[src/rtl/vdic_serial_rx_if.sv]
// Packet output bus of the VDIC serial receiver.
// The receiver drives the master side and the DUT core consumes through the slave side.
//
// Handshake: a packet is transferred on a rising edge where pkt_valid && pkt_ready.
// While pkt_valid is high and pkt_ready is low, the producer holds pkt_valid and all fields stable.
// The one exception is an overrun: the serial side cannot stall, so a newer packet
// replaces the held one and flags err[3].
// pkt_ready has no effect while pkt_valid is low.
interface vdic_serial_rx_if #(
  parameter int MAX_BYTES = 8,
  parameter int SIZE_W    = 4
);
  logic                   pkt_valid;
  logic                   pkt_ready;
  logic [7:0]             pkt_cmd;
  logic [SIZE_W-1:0]      pkt_size;
  logic [8*MAX_BYTES-1:0] pkt_data;
  logic [3:0]             pkt_err;

  modport master (
    output pkt_valid,
    output pkt_cmd,
    output pkt_size,
    output pkt_data,
    output pkt_err,
    input  pkt_ready
  );

  modport slave (
    input  pkt_valid,
    input  pkt_cmd,
    input  pkt_size,
    input  pkt_data,
    input  pkt_err,
    output pkt_ready
  );
endinterface

[src/rtl/vdic_serial_rx.sv]
// vdic_serial_rx: deserializes 10-bit frames (flag, d7..d0, parity) arriving on enable_n/din.
// It assembles data bytes, terminated by a command word, into one parallel packet.
// The packet is offered on the vdic_serial_rx_if bus, together with the
// parity/overflow/framing/overrun error flags.
// Optional build macro VDIC_RX_STATS_EN adds saturating packet and error counters.
module vdic_serial_rx #(
  parameter int MAX_BYTES = 8,
  parameter int SIZE_W    = 4
) (
  input  logic                    clk,
  input  logic                    rst_n,
  input  logic                    enable_n,
  input  logic                    din,
`ifdef VDIC_RX_STATS_EN
  output logic [15:0]             stat_pkt_cnt,
  output logic [7:0]              stat_err_cnt,
`endif
  vdic_serial_rx_if.master        pkt,
  output logic                    busy,
  output logic                    dbg_state
);

  typedef enum logic {
    IDLE = 1'b0,
    RX   = 1'b1
  } state_t;

  localparam logic [SIZE_W-1:0] MAX_CNT = SIZE_W'(MAX_BYTES);

  // receive-side state
  state_t                 state_q, state_d;
  logic [3:0]             bit_cnt_q, bit_cnt_d;
  logic [SIZE_W-1:0]      byte_cnt_q, byte_cnt_d;
  // Holds the first nine bits of a word (flag..d0).
  // The parity bit is taken straight from din.
  logic [8:0]             shreg_q, shreg_d;
  logic [8*MAX_BYTES-1:0] data_q, data_d;
  // [0] parity, [1] overflow, collected while the packet is assembled
  logic [1:0]             asm_err_q, asm_err_d;

  // output registers
  logic                   valid_q, valid_d;
  logic [7:0]             cmd_q, cmd_d;
  logic [SIZE_W-1:0]      size_q, size_d;
  logic [8*MAX_BYTES-1:0] odata_q, odata_d;
  logic [3:0]             err_q, err_d;

  logic [9:0]             word;
  logic                   parity_bad;
  logic                   overrun;
  logic                   emit;

  // Next-state logic: bit/word sequencing, packet assembly and output loading
  always_comb begin
    state_d    = state_q;
    bit_cnt_d  = bit_cnt_q;
    byte_cnt_d = byte_cnt_q;
    shreg_d    = shreg_q;
    data_d     = data_q;
    asm_err_d  = asm_err_q;
    valid_d    = valid_q;
    cmd_d      = cmd_q;
    size_d     = size_q;
    odata_d    = odata_q;
    err_d      = err_q;
    emit       = 1'b0;

    word       = {shreg_q, din};
    parity_bad = word[0] ^ (^word[8:1]);
    // A packet landing now replaces one the consumer has not taken.
    overrun    = valid_q & ~pkt.pkt_ready;

    if (valid_q && pkt.pkt_ready) begin
      valid_d = 1'b0;
    end

    unique case (state_q)
      IDLE: begin
        if (!enable_n) begin
          shreg_d   = {8'h00, din};
          bit_cnt_d = 4'd1;
          state_d   = RX;
        end
      end

      RX: begin
        if (!enable_n) begin
          shreg_d = {shreg_q[7:0], din};
          if (bit_cnt_q == 4'd9) begin
            bit_cnt_d = 4'd0;
            if (word[9]) begin
              // Command word closes the packet.
              // Stay in RX so a following bit starts the next packet.
              emit       = 1'b1;
              cmd_d      = word[8:1];
              size_d     = byte_cnt_q;
              odata_d    = data_q;
              err_d      = {overrun, 1'b0, asm_err_q[1], asm_err_q[0] | parity_bad};
              byte_cnt_d = '0;
              data_d     = '0;
              asm_err_d  = '0;
            end else begin
              asm_err_d[0] = asm_err_q[0] | parity_bad;
              if (byte_cnt_q < MAX_CNT) begin
                for (int i = 0; i < MAX_BYTES; i++) begin
                  if (byte_cnt_q == SIZE_W'(i)) begin
                    data_d[8*i +: 8] = word[8:1];
                  end
                end
                byte_cnt_d = byte_cnt_q + 1'b1;
              end else begin
                asm_err_d[1] = 1'b1;
              end
            end
          end else begin
            bit_cnt_d = bit_cnt_q + 4'd1;
          end
        end else begin
          // enable_n released before a command word arrived.
          // If nothing at all was received for this packet, drop back silently.
          state_d = IDLE;
          bit_cnt_d = 4'd0;
          if ((bit_cnt_q != 4'd0) || (byte_cnt_q != '0)) begin
            emit    = 1'b1;
            cmd_d   = 8'h00;
            size_d  = byte_cnt_q;
            odata_d = data_q;
            err_d   = {overrun, 1'b1, asm_err_q};
          end
          byte_cnt_d = '0;
          data_d     = '0;
          asm_err_d  = '0;
        end
      end

      default: state_d = IDLE;
    endcase

    if (emit) begin
      valid_d = 1'b1;
    end
  end

  // State and data registers, cleared asynchronously
  always_ff @(posedge clk or negedge rst_n) begin
    if (!rst_n) begin
      state_q    <= IDLE;
      bit_cnt_q  <= 4'd0;
      byte_cnt_q <= '0;
      shreg_q    <= '0;
      data_q     <= '0;
      asm_err_q  <= '0;
      valid_q    <= 1'b0;
      cmd_q      <= 8'h00;
      size_q     <= '0;
      odata_q    <= '0;
      err_q      <= 4'h0;
    end else begin
      state_q    <= state_d;
      bit_cnt_q  <= bit_cnt_d;
      byte_cnt_q <= byte_cnt_d;
      shreg_q    <= shreg_d;
      data_q     <= data_d;
      asm_err_q  <= asm_err_d;
      valid_q    <= valid_d;
      cmd_q      <= cmd_d;
      size_q     <= size_d;
      odata_q    <= odata_d;
      err_q      <= err_d;
    end
  end

  assign pkt.pkt_valid = valid_q;
  assign pkt.pkt_cmd   = cmd_q;
  assign pkt.pkt_size  = size_q;
  assign pkt.pkt_data  = odata_q;
  assign pkt.pkt_err   = err_q;
  assign busy          = (state_q == RX);
  assign dbg_state     = state_q;

`ifdef VDIC_RX_STATS_EN
  logic [15:0] stat_pkt_q, stat_pkt_d;
  logic [7:0]  stat_err_q, stat_err_d;

  // Saturating counters of emitted packets and of emissions carrying any error
  always_comb begin
    stat_pkt_d = stat_pkt_q;
    stat_err_d = stat_err_q;
    if (emit && (stat_pkt_q != 16'hFFFF)) begin
      stat_pkt_d = stat_pkt_q + 16'd1;
    end
    if (emit && (err_d != 4'h0) && (stat_err_q != 8'hFF)) begin
      stat_err_d = stat_err_q + 8'd1;
    end
  end

  // Counter registers
  always_ff @(posedge clk or negedge rst_n) begin
    if (!rst_n) begin
      stat_pkt_q <= 16'd0;
      stat_err_q <= 8'd0;
    end else begin
      stat_pkt_q <= stat_pkt_d;
      stat_err_q <= stat_err_d;
    end
  end

  assign stat_pkt_cnt = stat_pkt_q;
  assign stat_err_cnt = stat_err_q;
`endif

endmodule

[src/flat_wrapper.sv]
// flat-port wrapper written by rule: the top's interface ports become plain ports
module vdic_serial_rx_flat 
#(
  parameter int MAX_BYTES = 8,
  parameter int SIZE_W    = 4
)
  (clk, rst_n, enable_n, din, busy, dbg_state, pkt_pkt_valid, pkt_pkt_cmd, pkt_pkt_size, pkt_pkt_data, pkt_pkt_err, pkt_pkt_ready);
  vdic_serial_rx_if #(.MAX_BYTES(MAX_BYTES), .SIZE_W(SIZE_W)) pkt_i ();
  input  logic clk;
  input  logic rst_n;
  input  logic enable_n;
  input  logic din;
  output logic busy;
  output logic dbg_state;
  output wire logic [$bits(pkt_i.pkt_valid)-1:0] pkt_pkt_valid;
  output wire logic [$bits(pkt_i.pkt_cmd)-1:0] pkt_pkt_cmd;
  output wire logic [$bits(pkt_i.pkt_size)-1:0] pkt_pkt_size;
  output wire logic [$bits(pkt_i.pkt_data)-1:0] pkt_pkt_data;
  output wire logic [$bits(pkt_i.pkt_err)-1:0] pkt_pkt_err;
  input wire logic [$bits(pkt_i.pkt_ready)-1:0] pkt_pkt_ready;
  assign pkt_pkt_valid = pkt_i.pkt_valid;
  assign pkt_pkt_cmd = pkt_i.pkt_cmd;
  assign pkt_pkt_size = pkt_i.pkt_size;
  assign pkt_pkt_data = pkt_i.pkt_data;
  assign pkt_pkt_err = pkt_i.pkt_err;
  assign pkt_i.pkt_ready = pkt_pkt_ready;
  vdic_serial_rx #(.MAX_BYTES(MAX_BYTES), .SIZE_W(SIZE_W)) u_core (.clk(clk), .rst_n(rst_n), .enable_n(enable_n), .din(din), .pkt(pkt_i), .busy(busy), .dbg_state(dbg_state));
endmodule
[config.mk]
export PLATFORM = sky130hd
export DESIGN_NAME = vdic_serial_rx_flat
export DESIGN_NICKNAME = d
export VERILOG_FILES = /design/src/rtl/vdic_serial_rx_if.sv /design/src/rtl/vdic_serial_rx.sv /design/src/flat_wrapper.sv
export SDC_FILE = /design/constraint.sdc
export NUM_CORES = 1
export LEC_CHECK = 0
export ABC_AREA = 1
export BUFFER_PORTS_ARGS = -buffer_cell sky130_fd_sc_hd__buf_4
export CAP_MARGIN = 20
export CELL_PAD_IN_SITES_DETAIL_PLACEMENT = 1
export CELL_PAD_IN_SITES_GLOBAL_PLACEMENT = 2
export CORE_UTILIZATION = 35
export CTS_CLUSTER_SIZE = 25
export DETAILED_ROUTE_END_ITERATION = 8
export HOLD_SLACK_MARGIN = 0.1
export PLACE_DENSITY = 0.9
export SYNTH_ARGS = -nofsm -noshare
export SYNTH_HDL_FRONTEND = slang
export SYNTH_SLANG_ARGS = --single-unit
[constraint.sdc]
create_clock -name clk -period 3 [get_ports clk]
set_input_delay 0.6 -clock clk [delete_from_list [all_inputs] [get_ports clk]]
set_output_delay 0.6 -clock clk [all_outputs]
set_load 0.005 [all_outputs]
---- Word level (Yosys, flattened, before mapping) ----
Cells that the tools add are included.
word-level totals
  register bits ........................... 165
  input port bits ......................... 5
  output and inout port bits .............. 83
  word-level logic and storage cells ...... 121
operators by class
  add/sub/neg operators ................... 2
  $lt $le $gt $ge ......................... 1
  equal/unequal tests ..................... 12
  muxes and demuxes ....................... 51
  bitwise logic cells ..................... 5
  reductions and logical operators ........ 31
operators by type and width
  operator             number
  $mux 64              8
  $mux 8               12
  $mux 4               15
  $reduce_and 4->1     9
  $reduce_bool 3->1    9
  $mux 9               2
  $pmux 9 s2           1
  $eq 4x3->1 const B   4
  $mux 1               9
  $add 4x1->4 const B  2
  $eq 4x2->1 const B   2
  $pmux 4 s2           1
  $reduce_bool 4->1    2
  $reduce_xor 8->1     1
  $mux 2               3
  $reduce_and 3->1     2
  $reduce_bool 2->1    3
  $eq 4x1->1 const B   1
  $eq 4x4->1 const B   1
  $logic_not 4->1      1
  $lt 4x4->1 const B   1
  $ne 2x2->1 const B   2
  $reduce_and 2->1     2
  $ne 3x2->1 const B   1
  7 further kinds      8

---- Logic depth before layout (Yosys ltp) ----
Gate-level depths: netlist of run 1.
  word-level depth ........................ 6
  mapped depth ............................ 12
  mapped depth without buffers ............ 10

---- Least setup slack after synthesis of run 1 ----
OpenSTA, ideal clock, no wires.
  path kind ............................... input -> register
  from .................................... in enable_n
  to ...................................... reg u_core.odata_q[0], in the netlist u_core.pkt.pkt_data[0]
  setup time .............................. 0.117 ns
  arrival time ............................ 1.702 ns
  required time ........................... 2.883 ns
  setup slack ............................. 1.181 ns
  cell stages on the path ................. 11
  path buffers ............................ 4
  cell sequence ........................... buf_2 > inv_2 > nand2_1 > nand2_2 > nor2_4 > buf_6 > nand2_2 > buf_6 > buf_6 > nand2_1 > nand2_1
between the ends
  word-level cells in the longest chain between the ends .. 2
  elaborated cells between the ends (all ways) .. 5
  those cells by class .................... 1 x eq/ne; 1 x mux; 3 x reduce/logical
ends and longest elaborated chain
  item                                                              line                   source
  start, declared                                                   flat_wrapper.sv:11     input logic enable_n;
  $ne 2x1->1 (no source line) or $reduce_bool 2->1 (tied branches)  -
  $reduce_and 4->1 (no source line)                                 -
  end signal, assigned                                              vdic_serial_rx.sv:168  odata_q <= odata_d;
  end, declared                                                     vdic_serial_rx.sv:45   logic [8*MAX_BYTES-1:0] odata_q, odata_d;
Several ways; a longest one is shown, not always the timed one.
A chain may end at the register's enable or synchronous reset.

---- Worst setup path in the final report of run 1 ----
  from .................................... reg u_core.byte_cnt_q[0]
  to ...................................... reg u_core.cmd_q[7], in the netlist u_core.pkt.pkt_cmd[7]
between the ends
  word-level cells in the longest chain between the ends .. 4
ends and longest elaborated chain
  item                               line                   source
  start, declared                    vdic_serial_rx.sv:33   logic [SIZE_W-1:0] byte_cnt_q, byte_cnt_d;
  start signal, assigned             vdic_serial_rx.sv:161  byte_cnt_q <= byte_cnt_d;
  $reduce_bool 4->1                  vdic_serial_rx.sv:123  if ((bit_cnt_q != 4'd0) || (byte_cnt_q != '0)) begin
  $logic_or 1x1->1                   vdic_serial_rx.sv:123
  $ne 2x1->1 (no source line)        -
  $reduce_and 4->1 (no source line)  -
  end signal, assigned               vdic_serial_rx.sv:166  cmd_q <= cmd_d;
  end, declared                      vdic_serial_rx.sv:43   logic [7:0] cmd_q, cmd_d;
Every way passes these cells.

==> impl_metrics.toml, run 1 <==
[detailed_routing]
routed_wl_mm = 16.50
firstDrtPassIters = 4
drtAntennaViolNets = 0
routed_via_density = 4.840
routedWlPerCell_um = 15.92
vias = 5019
drc = 0
drt_iter0_markers = 311

[global_route]
first_global_vias = 5162
grt_max_degree = 81
grt_util_all_layers_pct = 18.09
grt_overflow = 0
grt_pass1_wl_mm = 27.30
antenna_found_initial = 0

[synthesis]
yosysTopAreaCell = "dfrtp_1"
synthCells = 717
syn_area_um2 = 6646
synth_top_cells_by_count = "253 x nand2_1, 165 x dfrtp_1, 73 x o21ai_0, 68 x nand3_1, 41 x inv_1"
synth-seq-cells = 165
ys_top_cells_by_area = "dfrtp_1 62%, nand2_1 14%, o21ai_0 5.5%"
syn_area_per_cell_um2 = 9.270
ys.flop_type = "dfrtp_1"
yosysMostFrequentCell = "nand2_1"
synth_top_area_share_pct = 62.12
ys_warn_count = 0
synth-edff-count = 0
ys_seq_area_share_pct = 62.12
yosysUniqueCellTypes = 30
synth_fp_nets = 726
ys_async_sr_fraction_pct = 100.0

[sta]
rsz0062_at_grt = "no"
final.setup.worst_slack_ps = 819.8
timing.final.hold_violations = 0
period_needed_ps = 2180
min_period_over_period_pct = 72.67
skew_ps = 14.17
drv_slew = 0
maxSlewHeadroom_pct = 56.90
max_freq_mhz = 458.7
setup_violations = 0
tns_ps = 0
tightest_slew_ps = 646.4

[worst_setup_path]
crit_type = "reg -> reg"
start_kind = "flip-flop"
crit_required_ps = 3360
crit_arrival_ps = 2540
reg2reg_depth = 9
end_kind = "flip-flop"
cp_max_fo = 43

[placement]
dpl.hpwl_mm = 10.88
post-place-cells = 1006
place_congestion = 0.7929
pre_cts_ws_ps = 493.7
io_buffers = 87

[status]
outcome = "completed"

[layout]
seq_area_um2 = 4129
drive_gt1_share_pct = 17.31
multi_input_area_um2 = 2121
nNetsFinal = 800
diodes = 0
fillers = 2149
stdcell_count = 1037
final_core_util_pct = 43.41
synthToLayoutAreaGrowth_pct = 21.76

[clock_tree]
cts_hold_buf = 0
clkSinkCount = 165
numCtsBuffers = 17
cts_tree = "done"
clock_path_buffers = 2
cts_resized = 0
post-cts-setup-buffers = 0
clk_pin_slew_ps = 60
clk_latency_ps = 430
root_buffer = "clkbuf_16"
cts_max_level = 4

[floorplan]
initial_utilization_pct = 35.65
core_um2 = 18640
fp.dieW_um = 139.8
rows = 50
dieHeight_um = 139.8
pin_count = 88
dieArea_um2 = 19540

[hold_path]
worstHoldPathType = "in -> async"

[pwr]
power_density_nw_per_um2 = 691.9
p_leak_nw = 4.097
ir_drop_v = 0.0004330

[flow_run]
maxCapViolCount = 0
## final timing paths
kind,startpoint,endpoint,slack (ps)
setup / recovery,u_core.byte_cnt_q[0],u_core.pkt.pkt_cmd[7],820
hold / removal,rst_n,u_core.pkt.pkt_data[13],90
setup reg to reg,u_core.byte_cnt_q[0],u_core.pkt.pkt_cmd[7],820
hold reg to reg,u_core.pkt.pkt_data[15],u_core.pkt.pkt_data[15],470
max in group asynchronous,rst_n,u_core.data_q[52],2010
min in group clk,pkt_pkt_ready,u_core.pkt.pkt_valid,450
## layout by cell type (no fill, tap or decap), drive strengths merged
cell	count
a21boi	1
a21oi	3
buf	94
bufinv	5
clkbuf	22
clkinv	4
dfrtp	165
ha	4
inv	44
nand2	255
nand3	69
nand4	1
nor2	25
nor3	1
o21ai	99
o22ai	8
xnor2	2
xor2	1
## layout make-up
type,instances,share of cell area (%)
clock inverter,9,2.149
inverter,44,2.041
clock buffer,22,5.736
sequential,165,51.02
tap,234,3.618
timing repair buffer,94,9.230
multi-input combinational,469,26.21
## report_power, final
| part | internal [mW] | total [mW] | leakage [nW] | switching (mW) |
|---|---|---|---|---|
| registers | 2.42 | 2.55 | 2.26 | 0.129 |
| logic | 0.276 | 0.673 | 1.52 | 0.398 |
| clock network | 1.52 | 2.38 | 0.314 | 0.865 |
## state kept, by name, indices dropped and copies added (netlist names)
register,cells
u_core.pkt.pkt_err,4
u_core.pkt.pkt_cmd,8
u_core.byte_cnt_q,4
u_core.asm_err_q,2
u_core.data_q,64
u_core.pkt.pkt_data,64
u_core.busy,1
u_core.shreg_q,9
u_core.pkt.pkt_size,4
u_core.pkt.pkt_valid,1
u_core.bit_cnt_q,4
## per-layer routing
| layer | up-vias | wire length (µm) | global-route usage, % |
|---|---|---|---|
| li1 | 2443 | - | - |
| met1 | 2496 | 7608 | 23.59 |
| met2 | 74 | 8342 | 30.13 |
| met3 | 6 | 446 | 4.129 |
| met4 | 0 | 107 | 5.032 |
| met5 | - | 0 | 0 |
## cell families after synthesis
logic type / count (synthesis) / share of synthesized area [%]
flops: 165 / 62.12
compound gates: 111 / 8.660
fa+ha+maj: 4 / 0.7530
buf+inv: 83 / 6.118
simple gates: 351 / 21.95
xor+xnor: 3 / 0.3954
## metrics by stage
step,cell area [µm²],hold slack (ps),total power [mW]
after floorplan,6646,304.4,2.912
after global placement,7455,455.8,3.243
after detailed placement,7455,459.6,3.273
after CTS,8093,102.8,5.671
after global routing,8093,116.2,5.859
final,8093,93.29,5.599
## worst max-delay path, stage by stage, from the launching register on
cell and delay (ps):
dfrtp_1 440, inv_1 140, ha_1 180, inv_1 40, nor2_1 280, nand3_2 160, nand2_4 380, buf_4 310
nand2_1 70, o21ai_1 90
No activity file was read; power rests on OpenSTA's default activity.
==> run 2, diff against run 1 <==
Settings changed: CORE_UTILIZATION 35 to 32, PLACE_DENSITY 0.9 to 0.87.
Clock period 3 ns to 1.85 ns, I/O delays scaled along.
==> impl_metrics.toml, run 2 (synthesis gave the netlist of run 1 again) <==
[status]
outcome = "completed"

[detailed_routing]
drc = 0
routedWlPerCell_um = 15.58
drt_iter0_markers = 326
firstDrtPassIters = 4
routed_wl_mm = 17.24
routed_via_density = 4.650
vias = 5148
drtAntennaViolNets = 0

[sta]
tightest_slew_ps = 514.8
period_needed_ps = 1716
max_freq_mhz = 582.6
skew_ps = 10.87
maxSlewHeadroom_pct = 65.68
holdWs_ps = 204.9
min_period_over_period_pct = 92.77
setup_violations = 0
final.setup.worst_slack_ps = 133.7
drv_slew = 0
timing.final.hold_violations = 0

[pwr]
power_density_nw_per_um2 = 1077
power_frac_seq_pct = 45.3
ir_drop_v = 0.0006466
swShare_pct = 27.22
intPower_mw = 6.612
netSwitchingPower_mw = 2.472
p_leak_nw = 4.259
p_clk_share_pct = 41.3
pwr-share-comb_pct = 13.4

[placement]
place_congestion = 0.8103
post-place-cells = 1070
dpl.hpwl_mm = 11.38
io_buffers = 87
dpl_cell_area_um2 = 7747
pre_cts_ws_ps = 22.44

[worst_setup_path]
reg2reg_depth = 9
crit_arrival_ps = 2070
cp_max_fo = 12
crit_type = "reg -> reg"
end_kind = "flip-flop"
crit_required_ps = 2210
start_kind = "flip-flop"

[clock_tree]
clkSinkCount = 165
clock_path_buffers = 2
clk_pin_slew_ps = 70
numCtsBuffers = 17
cts_max_level = 4
root_buffer = "clkbuf_16"
cts_tree = "done"
clk_latency_ps = 430

[layout]
seq_area_um2 = 4129
fillers = 2382
synthToLayoutAreaGrowth_pct = 26.88
nNetsFinal = 833
final_cell_mix = "253 x nand2_1, 165 x dfrtp_1, 116 x buf_4"
design_area_um2 = 8433
final_common_cell = "nand2_1"
drive_gt1_share_pct = 21.03
multi_input_area_um2 = 2128
diodes = 0
stdcell_count = 1107

[floorplan]
core_um2 = 20300
dieHeight_um = 146.1
initial_utilization_pct = 32.74
rows = 52
fp.dieW_um = 146.1
pin_count = 88
dieArea_um2 = 21350

[global_route]
grt_util_all_layers_pct = 17.34
first_global_vias = 5460
antenna_found_initial = 0
grt_max_degree = 51
grt_pass1_wl_mm = 29.00
grt_overflow = 0

[hold_path]
worstHoldPathType = "in -> reg"
holdPathStages = 4

[flow_run]
maxCapViolCount = 0
-- run 2: changes by cell type in the layout (fill, tap and decap cells not counted), sizes merged --
cell,change
dlygate4sd3,+1
bufinv,-2
buf,+32
clkbuf,-5
clkinvlp,+3
inv,+5
-- run 2: final timing paths --
kind	start	slack, ps	to
max in group asynchronous	rst_n	730	u_core.pkt.pkt_err[0]
min	pkt_pkt_ready	200	u_core.pkt.pkt_valid
max	u_core.byte_cnt_q[1]	130	u_core.pkt.pkt_size[3]
max reg2reg	u_core.byte_cnt_q[1]	130	u_core.pkt.pkt_size[3]
min in group asynchronous	rst_n	450	u_core.pkt.pkt_data[9]
min reg2reg	u_core.pkt.pkt_data[41]	470	u_core.pkt.pkt_data[41]
-- run 2: metrics by stage --
step / utilization, % / power (mW) / setup TNS, ps
after floorplan: - / 4.721 / 0
after global placement: 38.17 / 5.359 / 0
after detailed placement: 38.17 / 5.398 / 0
after CTS: 41.26 / 9.155 / 0
after global routing: 41.54 / 9.493 / -28.88
final: 41.54 / 9.084 / 0
-- run 2: area by class of cell --
type | instances | area share (%)
Multi-Input combinational cell | 469 | 25.24
Tap cell | 270 | 4.006
Timing Repair Buffer | 127 | 12.51
Clock inverter | 15 | 2.285
Inverter | 44 | 1.958
Clock buffer | 17 | 5.045
Sequential cell | 165 | 48.96
-- run 2: metal layers --
layer  routed length, µm  share of wire (%)  up-vias  global-route usage [%]
met5                   0                  0        -                       0
met4                 236                1.4        0                   5.208
met3                 545                3.2       18                   3.906
met2                8490                 49       74                   29.19
met1                7970                 46     2545                   22.29
li1                    -                  -     2511                       -
-- run 2: timing repair --
item,CTS,global route
hold endpoints to repair,44,0
endpoints found under the setup margin,0,89
setup buffers,0,4
resized for setup,0,4
hold buffers,1,0
-- run 2: critical path, cell delays in order, from the launching register on --
cell and delay, ps:
dfrtp_1 430, inv_1 120, ha_1 180, inv_1 80, nor2_4 130, nand3_2 160, nand2_4 190, buf_4 210
nand2_1 60, o21ai_1 80
-- run 2: power groups by stage --
stage / clock, mW / combinational [mW] / sequential (mW)
after floorplan: 0 / 0.567 / 4.15
after global placement: 0 / 1.18 / 4.18
after detailed placement: 0 / 1.21 / 4.18
after CTS: 3.81 / 1.23 / 4.12
after global routing: 3.95 / 1.38 / 4.16
final: 3.75 / 1.22 / 4.12
==> run 3, diff against run 2 <==
Settings changed: SETUP_SLACK_MARGIN set to 0.15.
==> impl_metrics.toml, run 3 (synthesis gave the netlist of run 1 again) <==
[status]
outcome = "completed"

[sta]
skew_ps = 13.17
timing.final.hold_violations = 0
max_freq_mhz = 592.3
min_period_over_period_pct = 91.25
tightest_slew_ps = 530.7
setup_violations = 0
drv_slew = 0
rsz0062_at_grt = "yes"
maxSlewHeadroom_pct = 64.62
holdWs_ps = 205.7
tns_ps = 0
period_needed_ps = 1688

[pwr]
ir_drop_v = 0.0006419
swShare_pct = 27.51
intPower_mw = 6.669
power_density_nw_per_um2 = 1064
p_clk_share_pct = 40.8
netSwitchingPower_mw = 2.531
power_frac_seq_pct = 44.7
p_leak_nw = 4.340
pwr-share-comb_pct = 14.5

[layout]
multi_input_area_um2 = 2170
nNetsFinal = 845
diodes = 0
final_cell_mix = "248 x nand2_1, 165 x dfrtp_1, 113 x buf_4"
seq_area_um2 = 4129
synthToLayoutAreaGrowth_pct = 30.05
fillers = 2380
final_common_cell = "nand2_1"
drive_gt1_share_pct = 23.67

[global_route]
grt_overflow = 0
grt_max_degree = 51
grt_util_all_layers_pct = 17.55
grt_pass1_wl_mm = 29.36
first_global_vias = 5523
antenna_found_initial = 0

[detailed_routing]
routedWlPerCell_um = 16.08
firstDrtPassIters = 4
drtAntennaViolNets = 0
drc = 0
drt_iter0_markers = 294
vias = 5265
routed_via_density = 4.705
routed_wl_mm = 17.99

[worst_setup_path]
crit_type = "reg -> reg"
start_kind = "flip-flop"
end_kind = "flip-flop"
crit_required_ps = 2170
crit_arrival_ps = 2010
cp_max_fo = 6
r2r_slack_ps = 160

[floorplan]
dieArea_um2 = 21350
pin_count = 88
core_um2 = 20300
dieHeight_um = 146.1
fp.dieW_um = 146.1
initial_utilization_pct = 32.74
rows = 52

[clock_tree]
clock_path_buffers = 2
cts_tree = "done"
numCtsBuffers = 17
clk_latency_ps = 430
clk_pin_slew_ps = 70
clkSinkCount = 165
cts_max_level = 4
root_buffer = "clkbuf_16"

[hold_path]
worstHoldPathType = "in -> reg"

[flow_run]
maxCapViolCount = 0

[placement]
place_congestion = 0.8103
dpl.hpwl_mm = 11.38
io_buffers = 87
==> run 3: worst paths after layout <==
path / start / to / depth (start not counted)
min: pkt_pkt_ready / u_core.pkt.pkt_valid / 4
max: u_core.bit_cnt_q[2] / u_core.pkt.pkt_err[0] / 12
min in group asynchronous: rst_n / u_core.pkt.pkt_data[9] / 2
max reg2reg: u_core.bit_cnt_q[2] / u_core.pkt.pkt_err[0] / 12
max in group asynchronous: rst_n / u_core.pkt.pkt_size[0] / 3
min reg2reg: u_core.pkt.pkt_data[42] / u_core.pkt.pkt_data[42] / 2
==> run 3: metrics by stage <==
step,cell area (µm²),cells,util (%),setup slack [ps],power (mW)
detailed placement,7747,1070,38.17,22.44,5.398
global placement,7747,1070,38.17,111.9,5.359
floorplan,6646,717,-,239.3,4.721
CTS,8463,1109,41.69,151.6,9.195
finish,8643,1119,42.58,161.8,9.199
global route,8643,1119,42.58,47.42,9.592
==> run 3: final cells by class <==
type                    instances  area share (%)
flip-flops and latches        165           47.77
multi-input cells             469           25.10
repair buffers                139           14.16
clock buffers                  17           4.922
well taps                     270           3.909
clock inverters                15           2.229
inverters                      44           1.911
==> run 3: routing by layer <==
layer | track usage [%] | routed length, µm | up-vias
met1 | 22.40 | 8297 | 2630
met5 | 0 | 0 | -
met3 | 3.906 | 518 | 18
li1 | - | - | 2542
met2 | 29.43 | 8903 | 75
met4 | 6.042 | 272 | 0
==> run 3: power by group through the flow <==
| stage | sequential (mW) | combinational (mW) | clock, mW |
|---|---|---|---|
| finish | 4.11 | 1.33 | 3.75 |
| global route | 4.15 | 1.49 | 3.95 |
| CTS | 4.11 | 1.27 | 3.81 |
| detailed placement | 4.18 | 1.21 | 0 |
| global placement | 4.18 | 1.18 | 0 |
| floorplan | 4.15 | 0.567 | 0 |
==> run 3: what timing repair did <==
item	in CTS	in global routing
hold endpoints to repair	44	0
gates resized for setup	4	65
cloned	1	6
setup buffers	5	4
pin swaps	3	4
hold buffers	1	0
setup endpoints to repair	91	138
==> run 3: worst max-delay path, stage by stage, from the launching register on <==
cell	delay (ps)
dfrtp_1	410
nor2_2	150
nand3_2	90
nand2_2	80
nand2_2	70
nor2_4	200
buf_12	140
nand2_8	90
buf_6	140
nand2_2	50
o21ai_2	50
inv_1	50
nand2_1	50
